`config.mk`:
```
export PLATFORM = sky130hd
export DESIGN_NAME = l2_pref_arbiter
export DESIGN_NICKNAME = d
export VERILOG_FILES = /design/src/rtl/l2_pref_arbiter.sv
export SDC_FILE = /design/constraint.sdc
export NUM_CORES = 1
export LEC_CHECK = 0
export CAP_MARGIN = 5
export CELL_PAD_IN_SITES_DETAIL_PLACEMENT = 0
export CELL_PAD_IN_SITES_GLOBAL_PLACEMENT = 2
export CORE_MARGIN = 1.5
export CORE_UTILIZATION = 40
export CTS_CLUSTER_DIAMETER = 30
export CTS_CLUSTER_SIZE = 16
export DETAILED_ROUTE_END_ITERATION = 8
export HOLD_SLACK_MARGIN = 0.06
export MAX_ROUTING_LAYER = met4
export PLACE_DENSITY_LB_ADDON = 0.12
export SYNTH_ARGS = -nofsm -noshare
export SYNTH_HDL_FRONTEND = slang
export SYNTH_SLANG_ARGS = --single-unit
```
`constraint.sdc`:
```
create_clock -name clk -period 3.3 [get_ports clk]
set_input_delay 0.66 -clock clk [delete_from_list [all_inputs] [get_ports clk]]
set_output_delay 0.66 -clock clk [all_outputs]
set_load 0.02 [all_outputs]
```
`src/rtl/l2_pref_arbiter.sv`:
```
// l2_pref_arbiter
//   Shares the single L2 prefetch port between an instruction-side and a
//   data-side prefetcher. Each side has its own small FIFO. A round-robin
//   grant picks between them, and the winning request is held on the L2 port
//   until L2 pulses complete. Requests for a line that is already queued last
//   or already in flight are silently dropped. A prefetch that overlapped an
//   L1 demand miss is followed by a quiet backoff window.
//
// Ports
//   clk, rstn                   clock (rising edge), async active-low reset
//   ireq_valid/addr/ready       instruction prefetcher push interface
//   dreq_valid/addr/ready       data prefetcher push interface
//   req/type/addr_pref_l2cache  request to L2 (type 0 = I, 1 = D), line aligned
//   complete/hit/miss_*         L2 completion, hit flag and demand-miss flag
//   stat_hit_cnt                saturating count of prefetches that hit in L2

module l2_pref_arbiter #(
  parameter int ADDR_WIDTH     = 32,
  parameter int FIFO_DEPTH     = 4,
  parameter int LINE_OFFSET    = 6,
  parameter int BACKOFF_CYCLES = 8
) (
  input  logic                  clk,
  input  logic                  rstn,
  input  logic                  ireq_valid,
  input  logic [ADDR_WIDTH-1:0] ireq_addr,
  output logic                  ireq_ready,
  input  logic                  dreq_valid,
  input  logic [ADDR_WIDTH-1:0] dreq_addr,
  output logic                  dreq_ready,
  output logic                  req_pref_l2cache,
  output logic                  type_pref_l2cache,
  output logic [ADDR_WIDTH-1:0] addr_pref_l2cache,
  input  logic                  complete_l2cache_pref,
  input  logic                  hit_l2cache_pref,
  input  logic                  miss_l2cache_pref,
  output logic [15:0]           stat_hit_cnt
);

  localparam int PW = $clog2(FIFO_DEPTH);
  localparam int CW = (BACKOFF_CYCLES > 1) ? $clog2(BACKOFF_CYCLES) : 1;
  localparam logic [ADDR_WIDTH-1:0] LINE_MASK = {ADDR_WIDTH{1'b1}} << LINE_OFFSET;

  typedef enum logic [1:0] {IDLE, REQ, BACKOFF} state_t;

  state_t                state;
  logic                  rr_d;
  logic                  miss_seen;
  logic [CW-1:0]         backoff_cnt;

  // Index 0 is the instruction side, index 1 the data side throughout.
  logic [ADDR_WIDTH-1:0] fifo_mem  [2][FIFO_DEPTH];
  logic [PW:0]           wr_ptr    [2];
  logic [PW:0]           rd_ptr    [2];
  logic [ADDR_WIDTH-1:0] last_line [2];
  logic [ADDR_WIDTH-1:0] push_line [2];

  logic [1:0]            push_valid;
  logic [1:0]            full;
  logic [1:0]            empty;
  logic [1:0]            push_dup;
  logic [1:0]            do_write;
  logic [1:0]            do_pop;
  logic                  grant_en;
  logic                  grant_d;
  logic [ADDR_WIDTH-1:0] head_line;

  assign ireq_ready = !full[0];
  assign dreq_ready = !full[1];

  // FIFO status, duplicate detection and grant selection. The extra pointer
  // bit distinguishes full (MSBs differ) from empty (pointers equal). A
  // duplicate push still completes the handshake but writes nothing.
  always_comb begin
    push_line[0] = ireq_addr & LINE_MASK;
    push_line[1] = dreq_addr & LINE_MASK;
    push_valid   = {dreq_valid, ireq_valid};
    full         = '0;
    empty        = '0;
    push_dup     = '0;
    do_write     = '0;
    for (int s = 0; s < 2; s++) begin
      empty[s]    = (wr_ptr[s] == rd_ptr[s]);
      full[s]     = (wr_ptr[s][PW] != rd_ptr[s][PW]) &&
                    (wr_ptr[s][PW-1:0] == rd_ptr[s][PW-1:0]);
      push_dup[s] = ((state == REQ) && (type_pref_l2cache == s[0]) &&
                     (addr_pref_l2cache == push_line[s])) ||
                    (!empty[s] && (last_line[s] == push_line[s]));
      do_write[s] = push_valid[s] && !full[s] && !push_dup[s];
    end
    // With both sides waiting, rr_d says whether the data side goes next.
    grant_en  = (state == IDLE) && !(empty[0] && empty[1]);
    grant_d   = empty[0] ? 1'b1 : (empty[1] ? 1'b0 : rr_d);
    do_pop    = '0;
    do_pop[0] = grant_en && !grant_d;
    do_pop[1] = grant_en && grant_d;
    head_line = fifo_mem[grant_d][rd_ptr[grant_d][PW-1:0]];
  end

  // FIFO storage is not reset; only the pointers define what is valid.
  always_ff @(posedge clk) begin
    for (int s = 0; s < 2; s++) begin
      if (do_write[s]) fifo_mem[s][wr_ptr[s][PW-1:0]] <= push_line[s];
    end
  end

  // FIFO pointers and the last-pushed line used for duplicate detection.
  always_ff @(posedge clk or negedge rstn) begin
    if (!rstn) begin
      for (int s = 0; s < 2; s++) begin
        wr_ptr[s]    <= '0;
        rd_ptr[s]    <= '0;
        last_line[s] <= '0;
      end
    end else begin
      for (int s = 0; s < 2; s++) begin
        if (do_write[s]) begin
          wr_ptr[s]    <= wr_ptr[s] + (PW+1)'(1);
          last_line[s] <= push_line[s];
        end
        if (do_pop[s]) rd_ptr[s] <= rd_ptr[s] + (PW+1)'(1);
      end
    end
  end

  // Arbitration FSM. The L2 port outputs are registered here and stay put
  // while a request is outstanding; addr also keeps its last value once req
  // drops. A miss seen at any point in REQ, including the complete cycle,
  // sends the FSM through BACKOFF instead of straight back to IDLE.
  always_ff @(posedge clk or negedge rstn) begin
    if (!rstn) begin
      state             <= IDLE;
      rr_d              <= 1'b0;
      miss_seen         <= 1'b0;
      backoff_cnt       <= '0;
      req_pref_l2cache  <= 1'b0;
      type_pref_l2cache <= 1'b0;
      addr_pref_l2cache <= '0;
      stat_hit_cnt      <= '0;
    end else begin
      case (state)
        IDLE: begin
          if (grant_en) begin
            req_pref_l2cache  <= 1'b1;
            type_pref_l2cache <= grant_d;
            addr_pref_l2cache <= head_line;
            rr_d              <= !grant_d;
            state             <= REQ;
          end
        end
        REQ: begin
          if (complete_l2cache_pref) begin
            req_pref_l2cache <= 1'b0;
            miss_seen        <= 1'b0;
            if (hit_l2cache_pref && (stat_hit_cnt != 16'hFFFF))
              stat_hit_cnt <= stat_hit_cnt + 16'd1;
            if ((miss_seen || miss_l2cache_pref) && (BACKOFF_CYCLES > 0)) begin
              backoff_cnt <= CW'(BACKOFF_CYCLES - 1);
              state       <= BACKOFF;
            end else begin
              state <= IDLE;
            end
          end else if (miss_l2cache_pref) begin
            miss_seen <= 1'b1;
          end
        end
        BACKOFF: begin
          if (backoff_cnt == '0) state <= IDLE;
          else                   backoff_cnt <= backoff_cnt - CW'(1);
        end
        default: state <= IDLE;
      endcase
    end
  end

endmodule

```
-- Word level (Yosys, flattened, before mapping)
Memory sizes are Yosys's and may differ from the RTL's.
Cells that the tools add are included.
- bits in registers: 121
- word-level logic and storage cells: 121
- bits in writable memories: 208
- output and inout port bits: 52
- memories kept: 1
- memories (memory ; words ; bits a word ; read ports ; clocked after Yosys merged registers in ; wr ports ; line ; source):
    fifo_mem ; 2 ; 104 ; 1 ; 0 ; 2 ; 52 ; logic [ADDR_WIDTH-1:0] fifo_mem [2][FIFO_DEPTH];
- bitwise logic cells: 5
- equality and inequality tests: 18
- mux-type cells: 30
- $add $sub $neg: 6
- order comparisons: 6
- reductions and logical operators: 41
- operators by type and width (cell ; number):
    two-way mux 128 bit ; 2
    demux 32 bit (select 2 bit) ; 2
    two-way mux 32 bit ; 4
    binary-select mux 32 bit (select 2 bit) ; 1
    == test 32 bit ; 2
    == test 26 bit ; 2
    logical AND 1 bit ; 19
    adder 16 x 1 -> 16 bit (second input constant) ; 1
    != test 16 bit (second input constant) ; 1
    two-way mux 2 bit ; 7
    adder 3 x 1 -> 3 bit (second input constant) ; 4
    greater-or-equal comparator 3 bit (second input constant) ; 3
    two-way mux 3 bit ; 3
    NOT 2 -> 3 bit ; 3
    AND reduction 3 bit ; 3
    logical NOT 1 bit ; 8
    two-way mux 1 bit ; 8
    != test 2 bit (second input constant) ; 4
    == test 3 bit ; 2
    less-than comparator 3 x 1 -> 1 bit (second input constant) ; 2
    one-hot mux 2 bit (3 select lines) ; 1
    one-hot mux 3 bit (2 select lines) ; 1
    nonzero test 2 bit ; 3
    == test 2 bit ; 2
    other kinds (14) ; 18

-- Longest topological paths before layout
Gate-level depths: netlist of run 1.
- depth in word-level cells: 11
- gate-level depth with buffers: 9
- depth with buffers taken out: 7

-- Worst setup path before layout of run 1
OpenSTA, ideal clock, no wires.
- path type: register to register
- start point: register rd_ptr[1] (netlist name)
- end point: memory fifo_mem[1][0] (netlist name), enable pin
- clock period less this slack: 2.421 ns
- buffers on the path: 1
- library setup time: 0.387 ns
- path slack: 0.879 ns
- stages on the path, launching flop included: 7
- arrival time: 2.034 ns
- cell sequence: dfrtp_1 > buf_4 > xor2_2 > nor3_2 > nor4_2 > a22oi_2 > and3_1
- RTL lines (item ; line ; source):
    start: declaration ; 54 ; logic [PW:0] rd_ptr [2];
    start signal: indexed assignment ; 121 ; if (do_pop[s]) rd_ptr[s] <= rd_ptr[s] + (PW+1)'(1);
    end: declaration ; 52 ;

-- Worst setup path after layout of run 1
- start point: input port ireq_addr[15]
- end point: register last_line[44] (netlist name)
- word-level cells in the longest chain between the ends: 5
- ends and longest elaborated chain (item ; line ; source):
    start: declaration ; 26 ; input logic [ADDR_WIDTH-1:0] ireq_addr,
    == test 32 bit or == test 26 bit (tied branches) ; 87, 88 ;
    logical AND 1 bit, on equally long branches ; 86, 88 ;
    logical OR 1 bit (*) ; 87 ; (addr_pref_l2cache == push_line[s])) ||
    logical NOT 1 bit (*) ; 89 ; do_write[s] = push_valid[s] && !full[s] && !push_dup[s];
    logical AND 1 bit (*) ; 89 ;
    end signal: indexed assignment ; 119 ; last_line[s] <= push_line[s];
    end: declaration ; 55 ; logic [ADDR_WIDTH-1:0] last_line [2];
Mark *: on every way between the ends. The rest lies on a longest branch, timed or not.
A chain may end at the register's enable or synchronous reset.

==> results of run 1 <==
-- layout make-up --
class | instances | area share (%)
Clock inverter | 51 | 4.14
Multi-Input combinational cell | 459 | 24.6
Inverter | 9 | 0.182
Tap cell | 455 | 3.07
Sequential cell | 323 | 49.3
Timing Repair Buffer | 143 | 7.79
Clock buffer | 93 | 11.0
-- power groups by stage --
stage	Combinational [W]	Clock [W]	Sequential (W)
3_3_place_gp	0.00581	0	0.00652
2_1_floorplan	0.00389	0	0.00648
5_1_grt	0.00631	0.00846	0.00663
3_5_place_dp	0.00592	0	0.00658
4_1_cts	0.00595	0.00821	0.00653
6_report	0.00583	0.00807	0.00650
-- kinds of logic (layout without fill, tap and decap cells) --
kind of cell             after synthesis  after routing  synth area share [%]
buffers and inverters                 42            296                  1.87
flip-flops                           323            323                  65.6
XOR/XNOR                             133            133                  8.59
AND/OR/NAND/NOR                      131            131                  5.20
adder cells (fa/ha/maj)               13             13                  1.17
other                                  1              6                0.0270
multiplexers                         131            131                  15.7
AO/OA/AOI/OAI                         45             45                  1.85
-- Yosys cell counts (2+ instances only) --
master / instances
sky130_fd_sc_hd__edfxtp_1: 208
sky130_fd_sc_hd__xnor2_1: 118
sky130_fd_sc_hd__dfrtp_1: 115
sky130_fd_sc_hd__mux4_2: 48
sky130_fd_sc_hd__nand2_1: 47
sky130_fd_sc_hd__mux2_4: 36
sky130_fd_sc_hd__o21ai_0: 28
sky130_fd_sc_hd__nand4_1: 27
sky130_fd_sc_hd__mux2i_1: 26
sky130_fd_sc_hd__mux2_1: 17
sky130_fd_sc_hd__and3_1: 13
sky130_fd_sc_hd__ha_1: 13
sky130_fd_sc_hd__xor2_1: 11
sky130_fd_sc_hd__clkbuf_1: 9
sky130_fd_sc_hd__nor2_1: 9
sky130_fd_sc_hd__buf_4: 8
sky130_fd_sc_hd__inv_1: 8
sky130_fd_sc_hd__nand3_1: 8
sky130_fd_sc_hd__buf_2: 7
sky130_fd_sc_hd__buf_6: 7
sky130_fd_sc_hd__nor4_2: 6
sky130_fd_sc_hd__a21oi_1: 5
sky130_fd_sc_hd__nor3_1: 5
sky130_fd_sc_hd__mux4_1: 4
sky130_fd_sc_hd__xor2_2: 4
sky130_fd_sc_hd__and2_1: 3
sky130_fd_sc_hd__o21ai_1: 3
sky130_fd_sc_hd__a22oi_2: 2
sky130_fd_sc_hd__and2_4: 2
sky130_fd_sc_hd__and4_1: 2
sky130_fd_sc_hd__nor2b_1: 2
sky130_fd_sc_hd__nor3_2: 2
sky130_fd_sc_hd__nor3b_1: 2
sky130_fd_sc_hd__o21a_1: 2
sky130_fd_sc_hd__o21bai_1: 2
-- registers in the layout, indices dropped and copies added, names as in the netlist, 2 cells and up --
register and count:
addr_pref_l2cache 26, backoff_cnt 3, fifo_mem 208, last_line 52
rd_ptr 6, stat_hit_cnt 16, state 2, wr_ptr 6
-- how the worst max path moves through the flow --
stage | startpoint | end | slack [ns] | cells after the start
finish | ireq_addr[15] | last_line[44] | 0.53 | 8
CTS | ireq_addr[15] | last_line[44] | 0.57 | 8
floorplan | rd_ptr[1] | fifo_mem[1][0] | 0.88 | 6
global route | ireq_addr[16] | last_line[44] | 0.49 | 9
global placement | ireq_addr[15] | last_line[44] | 0.04 | 8
detailed placement | ireq_addr[20] | last_line[43] | 0.009 | 8
-- layer usage --
metal  up-vias  part of all wire (%)  routed length, um  GRT usage, %
met4         0                   1.5                521          5.86
met2       190                    50              17100          32.2
met3        46                   4.9               1670          4.52
li1       3501                     -                  -             -
met5         -                     0                  0             -
met1      3951                    43              14700          25.5
-- metrics by stage --
step	hold slack [ns]	utilization, %	setup WS, ns
after global placement	0.452	45.7	0.0386
after floorplan	0.364	-	0.879
after detailed placement	0.468	45.7	0.00856
after global routing	0.178	53.9	0.491
after CTS	0.135	53.9	0.574
final	0.126	53.9	0.533
-- worst reg2reg max path: stages, from the launching register on --
cell and delay, ns:
sky130_fd_sc_hd__dfrtp_1 0.45, sky130_fd_sc_hd__xor2_2 0.19, sky130_fd_sc_hd__nor3_2 0.43, sky130_fd_sc_hd__nor4_2 0.12, sky130_fd_sc_hd__a22oi_2 0.37, sky130_fd_sc_hd__and2_4 0.54
sky130_fd_sc_hd__mux2_1 0.40
==> impl_metrics.env, run 1 <==
export IMPL_power_sequential_fraction_pct=31.9
export IMPL_grt_total_usage_pct=20.1
export IMPL_globalRouteOverflowTotal=0
export IMPL_drt_iter0_markers=423
export IMPL_synth_top_flop_cell="sky130_fd_sc_hd__edfxtp_1"
export IMPL_async_flop_share_pct=35.6
export IMPL_crit_path_max_fanout=28
export IMPL_timing_clock_skew_ns=0.0286
export IMPL_critical_path_max_stage_delay_ns=0.69
export IMPL_synth_largest_area_cell="sky130_fd_sc_hd__edfxtp_1"
export IMPL_report_final_setup_viol=0
export IMPL_clockPowerShare_pct=39.6
export IMPL_routed_via_density=5.02
export IMPL_instances_no_fill=1533
export IMPL_switching_power_w=0.00623
export IMPL_insertion_delay_ns=0.58
export IMPL_cts_clk_slew_worst_paths_ns=0.04
export IMPL_detailed_place_hpwl_um=22400
export IMPL_critPathTopFamily="simple AND/OR/NAND/NOR gates"
export IMPL_drt_first_pass_iters=4
export IMPL_vdd_ir_drop_worst_uv=480
export IMPL_syn_avg_cell_area_um2=17.0
export IMPL_power_report_internal_total_w=0.0142
export IMPL_count_of_hold_fix_buffers_inserted_at_cts=0
export IMPL_drt_antenna_violating_nets=0
export IMPL_post_cts_setup_buffer_count=0
export IMPL_critPathLaunchType="input port"
export IMPL_place_port_buffers=104
export IMPL_maximum_number_of_pins_on_one_net_before_global_route_repair=68
export IMPL_kind_of_end_point_of_the_critical_path="register"
export IMPL_total_clock_buffers_created_by_cts=77
export IMPL_cp_arrival_ns=3.21
export IMPL_report_power_total_w=0.0204
export IMPL_ff_latch_area_um2=9130
export IMPL_cts_htree_levels=3
export IMPL_synth_seq_area_share_pct=65.6
export IMPL_fillerInstances=2801
export IMPL_synth_edff_count=208
export IMPL_die_area_um2=35900
export IMPL_share_comb_of_total_power_pct=28.6
export IMPL_synth_cell_type_count=45
export IMPL_reg2reg_setup_slack_ns=0.67
export IMPL_worst_slew_pin_slew_ns=0.687
export IMPL_synthesis_area_um2=13900
export IMPL_synth_seq_cells=323
export IMPL_num_vias=7688
export IMPL_area_share_of_the_leading_cell_type_in_the_synthesized_netlist_pct=44.9
export IMPL_synth_cells=819
export IMPL_placed_area_um2=15700
export IMPL_critPathSlowestCell="sky130_fd_sc_hd__clkdlybuf4s50_1"
export IMPL_clock_sinks=323
export IMPL_slew_limit_headroom_pct=54.2
export IMPL_power_leakage_nw=6.94
export IMPL_cts_repair_resize_count=0
export IMPL_synthToLayoutAreaGrowth_pct=33.2
export IMPL_final_hold_violation_count=0
export IMPL_row_count=68
export IMPL_route_detailed_wl_per_inst_um=22.1
export IMPL_grt_antenna_before_repair=0
export IMPL_timing_setup_tns_ns=0
export IMPL_initial_standard_cell_utilization_of_the_core_pct=40.5
export IMPL_worstReg2RegEnd="last_line[44]"
export IMPL_final_area_um2=18500
export IMPL_final_cycle_utilization_of_the_critical_path_pct=83.8
export IMPL_floorplan_core_area_um2=34400
export IMPL_crit_reg2reg_launch="wr_ptr[4]"
export IMPL_layout_commonest_cell="sky130_fd_sc_hd__edfxtp_1"
export IMPL_numPlacedInstances=1389
export IMPL_fin_crit_ns=2.77
export IMPL_wirelength_um=33900
export IMPL_die_width_um=189
export IMPL_cap_viol_max_count=0
export IMPL_n_antenna_cell=0
export IMPL_drc=0
export IMPL_worstSetupPathType="input port to register"
export IMPL_hold_class="input port to async pin"
export IMPL_grt_pass1_vias=8382
export IMPL_worst_ep_required_time_ns=3.74
export IMPL_grt_first_pass_wirelength_um=51500
export IMPL_synth_yosys_warnings=0
export IMPL_max_freq_mhz=361
export IMPL_status="completed"
export IMPL_layout_cells_most_common_list="sky130_fd_sc_hd__edfxtp_1, sky130_fd_sc_hd__xnor2_1, sky130_fd_sc_hd__dfrtp_1"
export IMPL_cp_buffers_inverters=2
export IMPL_cts_root_buffer="sky130_fd_sc_hd__clkbuf_16"
export IMPL_io_pin_count=123
export IMPL_worstRegToRegCells=6
export IMPL_grt_setup_unrepaired="no"
export IMPL_finalMaxSlewViolations=0
export IMPL_post_synth_main_area_contributors="sky130_fd_sc_hd__edfxtp_1, sky130_fd_sc_hd__dfrtp_1, sky130_fd_sc_hd__mux4_2, sky130_fd_sc_hd__xnor2_1, sky130_fd_sc_hd__mux2_4"
export IMPL_area_of_the_multi_input_gates_um2=4550
export IMPL_layout_drive_gt1_share_pct=25.2
export IMPL_power_per_cell_area_nw_per_um2=1100
export IMPL_netSwitchingFraction_pct=30.5
export IMPL_place_gp_congestion=0.757
export IMPL_cts_tree="done"
export IMPL_cp_cell_sequence="clkdlybuf4s50_1 > xnor2_1 > nand4_1 > nor4_2 > buf_4 > a22oi_2 > and2_4 > mux2_1"
export IMPL_cts_buffer_depth=3
export IMPL_design_final_nets=1097
export IMPL_floorplan_die_height_um=189
No activity file was read; power rests on OpenSTA's default activity.
==> inputs of run 2 (changes only) <==
Settings changed: CORE_UTILIZATION 40 to 39.
Clock period 3.3 ns to 2.4 ns, I/O delays scaled along.
==> run 2 against run 1 <==
  * Die area grew 2.5%
  * Clock skew shrank 0.010 ns
  * Routed wire length increased by 7.1%
  * Sequential share of layout area is 0.91 points lower
  * Clock-buffer cell count shrank 4
  * Hold slack better by 0.23 ns
  * Final cell count rose by 4.1%
  * Final area is 1.9% higher
  * Non-clock buffer count grew 70
  * Combinational power grew 49%
  * First-iteration DRC count up 10%
  * Utilization rose by 0.34 points
  * Critical endpoint is now last_line[19]
==> impl_metrics.env, run 2 (synthesized netlist as in run 1, its figures left out) <==
export IMPL_row_count=68
export IMPL_worst_ep_required_time_ns=2.82
export IMPL_power_leakage_nw=7.20
export IMPL_die_width_um=192
export IMPL_fillerInstances=2770
export IMPL_initial_standard_cell_utilization_of_the_core_pct=40.0
export IMPL_insertion_delay_ns=0.56
export IMPL_worst_slew_pin_slew_ns=0.601
export IMPL_floorplan_die_height_um=192
export IMPL_cts_root_buffer="sky130_fd_sc_hd__clkbuf_16"
export IMPL_timing_clock_skew_ns=0.0183
export IMPL_drc=0
export IMPL_report_final_setup_viol=0
export IMPL_status="completed"
export IMPL_worstSetupPathType="register to register"
export IMPL_ff_latch_area_um2=9130
export IMPL_detailed_place_hpwl_um=24200
export IMPL_total_clock_buffers_created_by_cts=72
export IMPL_wirelength_um=36300
export IMPL_cap_viol_max_count=0
export IMPL_kind_of_end_point_of_the_critical_path="register"
export IMPL_drt_first_pass_iters=4
export IMPL_place_port_buffers=104
export IMPL_layout_drive_gt1_share_pct=29.6
export IMPL_synthToLayoutAreaGrowth_pct=35.8
export IMPL_finalMaxSlewViolations=0
export IMPL_final_cycle_utilization_of_the_critical_path_pct=95.9
export IMPL_fin_util_pct=54.2
export IMPL_layout_cells_most_common_list="sky130_fd_sc_hd__edfxtp_1, sky130_fd_sc_hd__xnor2_1, sky130_fd_sc_hd__dfrtp_1"
export IMPL_max_freq_mhz=434
export IMPL_io_pin_count=123
export IMPL_routed_via_density=5.03
export IMPL_cts_tree="done"
export IMPL_drt_antenna_violating_nets=0
export IMPL_critPathLaunchType="register"
export IMPL_hold_class="input port to async pin"
export IMPL_slew_limit_headroom_pct=60.0
export IMPL_grt_antenna_before_repair=0
export IMPL_largest_reg_flops=208
export IMPL_drt_iter0_markers=467
export IMPL_cp_arrival_ns=2.73
export IMPL_maximum_number_of_pins_on_one_net_before_global_route_repair=51
export IMPL_grt_first_pass_wirelength_um=55000
export IMPL_route_detailed_wl_per_inst_um=22.8
export IMPL_cts_clk_slew_worst_paths_ns=0.04
export IMPL_design_final_nets=1165
export IMPL_place_gp_congestion=0.785
export IMPL_final_hold_violation_count=0
export IMPL_floorplan_core_area_um2=34800
export IMPL_n_antenna_cell=0
export IMPL_num_vias=8031
export IMPL_cts_buffer_depth=3
export IMPL_area_of_the_multi_input_gates_um2=4610
export IMPL_timing_setup_tns_ns=0
export IMPL_globalRouteOverflowTotal=0
export IMPL_vdd_ir_drop_worst_uv=656
export IMPL_timing_final_ws_setup_ns=0.0978
export IMPL_power_per_cell_area_nw_per_um2=1470
export IMPL_layout_commonest_cell="sky130_fd_sc_hd__edfxtp_1"
export IMPL_fin_crit_ns=2.30
export IMPL_die_area_um2=36800
export IMPL_grt_total_usage_pct=21.2
export IMPL_crit_path_max_fanout=14
export IMPL_cts_htree_levels=3
export IMPL_grt_setup_unrepaired="no"
export IMPL_clock_sinks=323
export IMPL_preCtsSetupSlack_ns=-0.698
export IMPL_grt_pass1_vias=8779
## run 2: final cells by class
cell class / count / share of cell area (%)
clock inverter: 45 / 2.86
sequential: 323 / 48.3
clock buffer: 89 / 10.6
timing repair buffer: 213 / 10.6
tap: 455 / 3.02
inverter: 9 / 0.179
multi-input combinational: 462 / 24.4
## run 2: critical path, cell delays in order, from the launching register on
cell                      delay [ns]
sky130_fd_sc_hd__dfrtp_1        0.48
sky130_fd_sc_hd__xnor2_2        0.25
sky130_fd_sc_hd__nand4_1        0.20
sky130_fd_sc_hd__nor4_4         0.38
sky130_fd_sc_hd__buf_4          0.17
sky130_fd_sc_hd__a22oi_2        0.09
sky130_fd_sc_hd__and2_4         0.26
sky130_fd_sc_hd__mux2_1         0.34
## run 2: path summary, 6_finish.rpt
kind	from	end	slack, ns	cells after the start
worst max-delay path	addr_pref_l2cache[20]	last_line[19]	0.1	7
worst min-delay path	rstn	addr_pref_l2cache[30]	0.36	2
worst max register to register	addr_pref_l2cache[20]	last_line[19]	0.1	7
worst min register to register	wr_ptr[2]	wr_ptr[2]	0.49	1
max in group asynchronous	rstn	last_line[52]	1.36	3
min in group clk	wr_ptr[2]	wr_ptr[2]	0.49	1
## run 2: per-layer routing
metal / global-route usage (%) / vias up / wire, um
li1: - / 3630 / -
met1: 26.8 / 4105 / 15700
met2: 34.2 / 234 / 18000
met3: 4.40 / 62 / 1810
met4: 7.15 / 0 / 775
met5: - / - / 0
## run 2: where the power goes
group	internal [W]	switching [W]	total [W]
combinational	0.00427	0.00443	0.00870
clock	0.00708	0.00309	0.0102
sequential	0.00774	0.00111	0.00886
## run 2: per-stage QoR
step	power, W	instance area, um2	hold WS, ns	cells
floorplan	0.0143	13900	0.184	824
global placement	0.0175	16300	0.381	1456
detailed placement	0.0177	16300	0.386	1456
CTS	0.0281	18900	0.341	1596
global route	0.0291	18900	0.372	1596
finish	0.0277	18900	0.359	1596
## run 2: repair_timing
action                                  CTS  global route
hold endpoints to repair                 16             0
resized for setup                         8             2
pin swaps                                 4             0
buffers inserted                          2             0
hold buffers                              1             0
endpoints found under the setup margin  162            40
cloned                                    3             0
